### config.mk
export PLATFORM = sky130hd
export DESIGN_NAME = servo_pwm8_core
export DESIGN_NICKNAME = d
export VERILOG_FILES = /design/src/rtl/servo_pwm_pkg.sv /design/src/rtl/servo_channel.sv /design/src/rtl/servo_pwm8_core.sv
export SDC_FILE = /design/constraint.sdc
export NUM_CORES = 2
export LEC_CHECK = 0
export ABC_AREA = 1
export CORE_ASPECT_RATIO = 0.8
export CORE_MARGIN = 5
export CORE_UTILIZATION = 40
export CTS_BUF_LIST = sky130_fd_sc_hd__clkbuf_2
export DETAILED_ROUTE_END_ITERATION = 12
export GPL_ROUTABILITY_DRIVEN = 0
export PLACE_DENSITY = 0.54
export SLEW_MARGIN = 20
export SYNTH_ARGS = -nofsm -noshare
export SYNTH_HDL_FRONTEND = slang
export SYNTH_SLANG_ARGS = --single-unit
### constraint.sdc
create_clock -name clk -period 6.55 [get_ports clk]
set_input_delay 1.31 -clock clk [delete_from_list [all_inputs] [get_ports clk]]
set_output_delay 1.31 -clock clk [all_outputs]
set_load 0.1 [all_outputs]
### src/rtl/servo_pwm_pkg.sv
// Shared register map, control-bit positions and width clamp for the servo PWM block.
package servo_pwm_pkg;

    typedef enum logic [7:0] {
        REG_TGT0   = 8'h00,
        REG_CUR0   = 8'h08,
        REG_CTRL   = 8'h10,
        REG_STAT   = 8'h11,
        REG_PERIOD = 8'h12
    } reg_addr_e;

    // Target and current widths occupy eight-register banks selected by addr[7:3].
    localparam logic [4:0] TGT_BANK = 5'(REG_TGT0 >> 3);
    localparam logic [4:0] CUR_BANK = 5'(REG_CUR0 >> 3);

    localparam int unsigned NUM_CH        = 8;
    localparam int unsigned CTRL_EN_BIT   = 0;
    localparam int unsigned CTRL_STEP_LSB = 8;

    function automatic logic [15:0] clamp_width(input logic [15:0] v,
                                                input logic [15:0] lo,
                                                input logic [15:0] hi);
        if (v < lo) return lo;
        if (v > hi) return hi;
        return v;
    endfunction

endpackage

### src/rtl/servo_channel.sv
// One servo channel: clamped target, slewing current width and registered pulse compare.
module servo_channel
    import servo_pwm_pkg::*;
#(
    parameter int unsigned MIN_US = 500,
    parameter int unsigned MAX_US = 2500,
    parameter int unsigned DEF_US = 1500
) (
    input  logic        clk,
    input  logic        rst,
    input  logic        wr_tgt,
    input  logic [15:0] d_tgt,
    input  logic [15:0] cnt,
    input  logic        boundary,
    input  logic        enable,
    input  logic [7:0]  step,
    output logic [15:0] target,
    output logic [15:0] current,
    output logic        pwm
);

    logic [15:0] step_w;
    logic [15:0] diff;
    logic [15:0] next_cur;

    assign step_w = {8'b0, step};

    always_comb begin
        next_cur = current;
        diff     = (target >= current) ? (target - current) : (current - target);
        if (step == '0 || diff <= step_w) begin
            next_cur = target;
        end else if (target > current) begin
            next_cur = current + step_w;
        end else begin
            next_cur = current - step_w;
        end
    end

    // A target write landing on a boundary cycle is only seen by the following boundary.
    always_ff @(posedge clk or negedge rst) begin
        if (!rst) begin
            target  <= 16'(DEF_US);
            current <= 16'(DEF_US);
            pwm     <= 1'b0;
        end else begin
            if (wr_tgt) begin
                target <= clamp_width(d_tgt, 16'(MIN_US), 16'(MAX_US));
            end
            if (boundary) begin
                current <= next_cur;
            end
            pwm <= enable && (cnt < current);
        end
    end

endmodule

### src/rtl/servo_pwm8_core.sv
// Eight-channel servo PWM core: timebase, register decode, write-edge detect and readback.
module servo_pwm8_core
    import servo_pwm_pkg::*;
#(
    parameter int unsigned CLK_HZ     = 50000000,
    parameter int unsigned TICK_HZ    = 1000000,
    parameter int unsigned PERIOD_DEF = 20000,
    parameter int unsigned PERIOD_MIN = 3000,
    parameter int unsigned MIN_US     = 500,
    parameter int unsigned MAX_US     = 2500,
    parameter int unsigned DEF_US     = 1500,
    parameter int unsigned STEP_DEF   = 10
) (
    input  logic        clk,
    input  logic        rst,
    input  logic [31:0] d_in,
    input  logic [7:0]  addr,
    input  logic        rd,
    input  logic        wr,
    output logic [31:0] d_out,
    output logic        pwm0,
    output logic        pwm1,
    output logic        pwm2,
    output logic        pwm3,
    output logic        pwm4,
    output logic        pwm5,
    output logic        pwm6,
    output logic        pwm7
);

    localparam int unsigned DIV = CLK_HZ / TICK_HZ;
    localparam int unsigned PW  = (DIV > 1) ? $clog2(DIV) : 1;

    logic [PW-1:0] presc;
    logic [15:0]   cnt;
    logic [15:0]   active_period;
    logic [15:0]   period_reg;
    logic [7:0]    step;
    logic          enable;
    logic          wr_q;
    logic          wr_pulse;
    logic          tick;
    logic          boundary;
    logic          tgt_sel;
    logic [31:0]   rdata;
    logic [7:0]    moving;
    logic [7:0]    pwm_vec;
    logic [15:0]   target  [NUM_CH];
    logic [15:0]   current [NUM_CH];
    logic          unused_bits;

    assign unused_bits = &{1'b0, d_in[31:16]};
    assign wr_pulse    = wr && !wr_q;
    assign tick        = enable && (presc == PW'(DIV - 1));
    assign boundary    = tick && (cnt == active_period - 16'd1);
    assign tgt_sel     = (addr[7:3] == TGT_BANK);

    for (genvar i = 0; i < NUM_CH; i++) begin : g_ch
        servo_channel #(
            .MIN_US(MIN_US),
            .MAX_US(MAX_US),
            .DEF_US(DEF_US)
        ) u_ch (
            .clk     (clk),
            .rst     (rst),
            .wr_tgt  (wr_pulse && tgt_sel && (addr[2:0] == 3'(i))),
            .d_tgt   (d_in[15:0]),
            .cnt     (cnt),
            .boundary(boundary),
            .enable  (enable),
            .step    (step),
            .target  (target[i]),
            .current (current[i]),
            .pwm     (pwm_vec[i])
        );
        assign moving[i] = (current[i] != target[i]);
    end

    assign {pwm7, pwm6, pwm5, pwm4, pwm3, pwm2, pwm1, pwm0} = pwm_vec;

    always_comb begin
        rdata = '0;
        if (tgt_sel) begin
            rdata = {16'b0, target[addr[2:0]]};
        end else if (addr[7:3] == CUR_BANK) begin
            rdata = {16'b0, current[addr[2:0]]};
        end else if (addr == REG_CTRL) begin
            rdata = {16'b0, step, 7'b0, enable};
        end else if (addr == REG_STAT) begin
            rdata = {24'b0, moving};
        end else if (addr == REG_PERIOD) begin
            rdata = {16'b0, period_reg};
        end
    end

    // Counters sit at zero while disabled, so re-enabling always opens a fresh period.
    always_ff @(posedge clk or negedge rst) begin
        if (!rst) begin
            d_out         <= '0;
            wr_q          <= 1'b0;
            enable        <= 1'b0;
            step          <= 8'(STEP_DEF);
            period_reg    <= 16'(PERIOD_DEF);
            active_period <= 16'(PERIOD_DEF);
            presc         <= '0;
            cnt           <= '0;
        end else begin
            wr_q <= wr;
            if (rd) begin
                d_out <= rdata;
            end
            if (wr_pulse && addr == REG_CTRL) begin
                enable <= d_in[CTRL_EN_BIT];
                step   <= d_in[CTRL_STEP_LSB +: 8];
            end
            if (wr_pulse && addr == REG_PERIOD) begin
                period_reg <= (d_in[15:0] < 16'(PERIOD_MIN)) ? 16'(PERIOD_MIN) : d_in[15:0];
            end
            if (!enable) begin
                presc <= '0;
                cnt   <= '0;
            end else if (tick) begin
                presc <= '0;
                cnt   <= boundary ? 16'd0 : cnt + 16'd1;
                if (boundary) begin
                    active_period <= period_reg;
                end
            end else begin
                presc <= presc + 1'b1;
            end
        end
    end

endmodule

==> results.sh <==
export IMPL_synth_flop_cell="dfrtp_1"
export IMPL_reg_top3="g_ch.u_ch.current x128, g_ch.u_ch.target x128"
export IMPL_cp_max_fo=17
export IMPL_p_int_uw=3590
export IMPL_syn2layout_area_growth_pct=7.02
export IMPL_grt_pass1_vias=41947
export IMPL_end_kind="flop"
export IMPL_worstPathArrival_ns=6.56
export IMPL_ys_ff_latch=344
export IMPL_slew_headroom_pct=20.6
export IMPL_cp_startpoint="g_ch[5].u_ch.target[0]"
export IMPL_synth_avg_cell_area_um2=6.33
export IMPL_comb_power_share_pct=38.8
export IMPL_die_height_um=303
export IMPL_synth_top_area_cell="nand2_1"
export IMPL_drt_iter0_drc=5507
export IMPL_grt_max_degree=107
export IMPL_tightest_slew_ns=1.19
export IMPL_synth_area_mm2=0.0429
export IMPL_rsz0062_at_grt="no"
export IMPL_clkTransAtPathRegs_ns=0.12
export IMPL_p_total_uw=6620
export IMPL_drive_gt1_share_pct=6.75
export IMPL_rr_startpoint="g_ch[5].u_ch.target[0]"
export IMPL_first_pass_iters=10
export IMPL_yosysSeqAreaShare_pct=20.4
export IMPL_yosys_area_top_type_share_pct=19.9
export IMPL_setup_viol=0
export IMPL_via_count=46862
export IMPL_num_rows=107
export IMPL_swShare_pct=45.8
export IMPL_antenna_found_initial=12
export IMPL_grt_first_pass_wirelength_um=276000
export IMPL_final_max_slew_viol_count=0
export IMPL_finalSetupTns_ns=0
export IMPL_final_hold_viol_count=0
export IMPL_fin_worst_skew_ns=0.196
export IMPL_nFillCells=11660
export IMPL_ir_worst_vdd_mv=0.113
export IMPL_min_from="wr"
export IMPL_die_w_um=376
export IMPL_synth_most_common_cell="nand2_1"
export IMPL_syn_inst=6781
export IMPL_htreeDepth=3
export IMPL_clk_latency_ns=1.47
export IMPL_postCtsSetupBuffers=0
export IMPL_cp_required_ns=7.88
export IMPL_gr_usage_all_layers_pct=32.2
export IMPL_outcome="finished, final reports clean"
export IMPL_path_class="flop to flop"
export IMPL_layout_setup_ws_ns=1.31
export IMPL_min_period_ns=5.24
export IMPL_cts_root_buf="clkbuf_2"
export IMPL_ios=84
export IMPL_multi_input_area_mm2=0.0296
export IMPL_cts_buffers=104
export IMPL_fin_nets=7470
export IMPL_routed_via_density=5.61
export IMPL_leakagePower_uw=0.0252
export IMPL_max_freq_mhz=191
export IMPL_synth_common_cells="nand2_1 (2,279), inv_1 (979), ha_1 (558), nand3_1 (556), a21oi_1 (371)"
export IMPL_min_path_type="input port to flop"
export IMPL_routed_wl_um=189000
export IMPL_detail_route_wl_per_cell_um=22.7
export IMPL_cts_tree="built"
export IMPL_ys_warn_count=0
export IMPL_grt_ovfl_total=0
export IMPL_synth_cell_types=59
export IMPL_seq_power_share_pct=33.3
export IMPL_dp_hpwl_um=146000
export IMPL_synth_area_top_cells="nand2_1 (20%), ha_1 (16%), dfrtp_1 (13%)"
export IMPL_min_period_over_period_pct=80.0
export IMPL_core_mm2=0.107
export IMPL_pwr_share_clk_pct=27.9
export IMPL_regArea_mm2=0.00876
export IMPL_cap_viol_max_count=0
export IMPL_place_ws_ns=1.55
export IMPL_synth_edff_count=0
export IMPL_p_sw_uw=3030
export IMPL_postRouteAntennaNets=0
export IMPL_cts_sinks=344
export IMPL_drc=0
export IMPL_dieArea_mm2=0.114
export IMPL_initial_core_util_pct=40.3
export IMPL_cp_start_kind="flop"
export IMPL_async_reset_ff_share_pct=100
export IMPL_power_per_cell_area_mw_per_mm2=144
export IMPL_cts_buffer_depth=3
export IMPL_port_buffers=51
## critical path: stages (launching register included)
cell	delay [ns]
dfrtp_1	0.44
inv_1	0.14
ha_1	0.17
inv_1	0.12
fa_1	0.49
nand3_1	0.12
nand3_1	0.15
nand2_1	0.09
nand2_1	0.11
nand2_1	0.13
nand3_2	0.32
inv_4	0.28
nand3_1	0.11
o21ai_0	0.11
xor2_1	0.22
inv_1	0.07
ha_1	0.27
nand2_1	0.05
nor2_1	0.13
nand3_1	0.08
o21ai_0	0.43
nand2_1	0.12
nor2_2	0.16
nand3_4	0.26
nand2_4	0.30
nand2_1	0.09
nand3_1	0.07
nand2_1	0.07
## cell families (layout without fill, tap and decap cells)
family	count (synthesis)	in the layout	share of synthesized area (%)
AND/OR/NAND/NOR	3414	3414	33.1
buffers and inverters	1171	1306	10.8
other	1	27	0.00873
AO/OA/AOI/OAI	1071	1071	14.3
flip-flops	344	344	20.4
multiplexers	1	1	0.0233
adder cells (fa/ha/maj)	582	582	17.4
XOR/XNOR	197	197	4.02
## cell usage in the layout (no fill, tap or decap), drive strengths merged, types with 25 or more instances in the layout
cell / instances
clkinv: 42
a21oi: 376
dfrtp: 220
buf: 66
inv: 990
clkdlybuf4s50: 50
a211oi: 25
xnor2: 89
o21ai: 373
a31oi: 27
xor2: 108
nor2: 397
ha: 558
dfstp: 124
o22ai: 77
nand3: 579
nand2: 2299
nand4: 72
clkbuf: 155
nor3: 42
o211ai: 62
## timing repair
action                                 4_1_cts  5_1_grt
gates resized for setup                      0        0
hold buffers                                 1        0
endpoints found under the hold margin       37        0
## metrics by stage
stage | instance area [µm²] | cells | util (%) | hold WS (ns)
2_1_floorplan | 43000 | 6796 | - | 0.449
3_3_place_gp | 45000 | 8154 | 42.2 | 0.463
3_5_place_dp | 45000 | 8154 | 42.2 | 0.468
4_1_cts | 45900 | 8348 | 43.1 | 0.321
5_1_grt | 45900 | 8355 | 43.1 | 0.310
6_report | 45900 | 8359 | 43.1 | 0.336
## per-layer routing
metal	share of wire [%]	GRT usage [%]
met1	46	48.6
met2	37	43.2
met3	13	9.31
met4	3.9	11.0
met5	0.048	0
## final cells by class
type | instances | area share [%]
diodes | 11 | 0.0599
clock inverters | 38 | 0.359
repair buffers | 117 | 2.29
inverters | 996 | 8.15
well taps | 1417 | 3.86
flip-flops and latches | 344 | 19.1
multi-input cells | 5281 | 64.5
clock buffers | 155 | 1.69
## worst paths after layout
check / endpoint / slack, ns / depth (start not counted)
worst max-delay path: g_ch[5].u_ch.current[14] / 1.31 / 27
worst min-delay path: wr_q / 0.34 / 1
worst max register to register: g_ch[5].u_ch.current[14] / 1.31 / 27
worst min register to register: g_ch[3].u_ch.current[15] / 0.49 / 2
max in group asynchronous: g_ch[4].u_ch.target[13] / 4.72 / 3
min in group asynchronous: g_ch[1].u_ch.target[15] / 0.47 / 2
## power by group through the flow
| stage | combinational (µW) | sequential (µW) | clock (µW) |
|---|---|---|---|
| after floorplan | 1890 | 2250 | 0 |
| after global routing | 2880 | 2200 | 1990 |
| after global placement | 2480 | 2240 | 0 |
| after detailed placement | 2510 | 2240 | 0 |
| final | 2570 | 2200 | 1850 |
| after CTS | 2520 | 2200 | 1870 |
No activity file was read; power rests on OpenSTA's default activity.
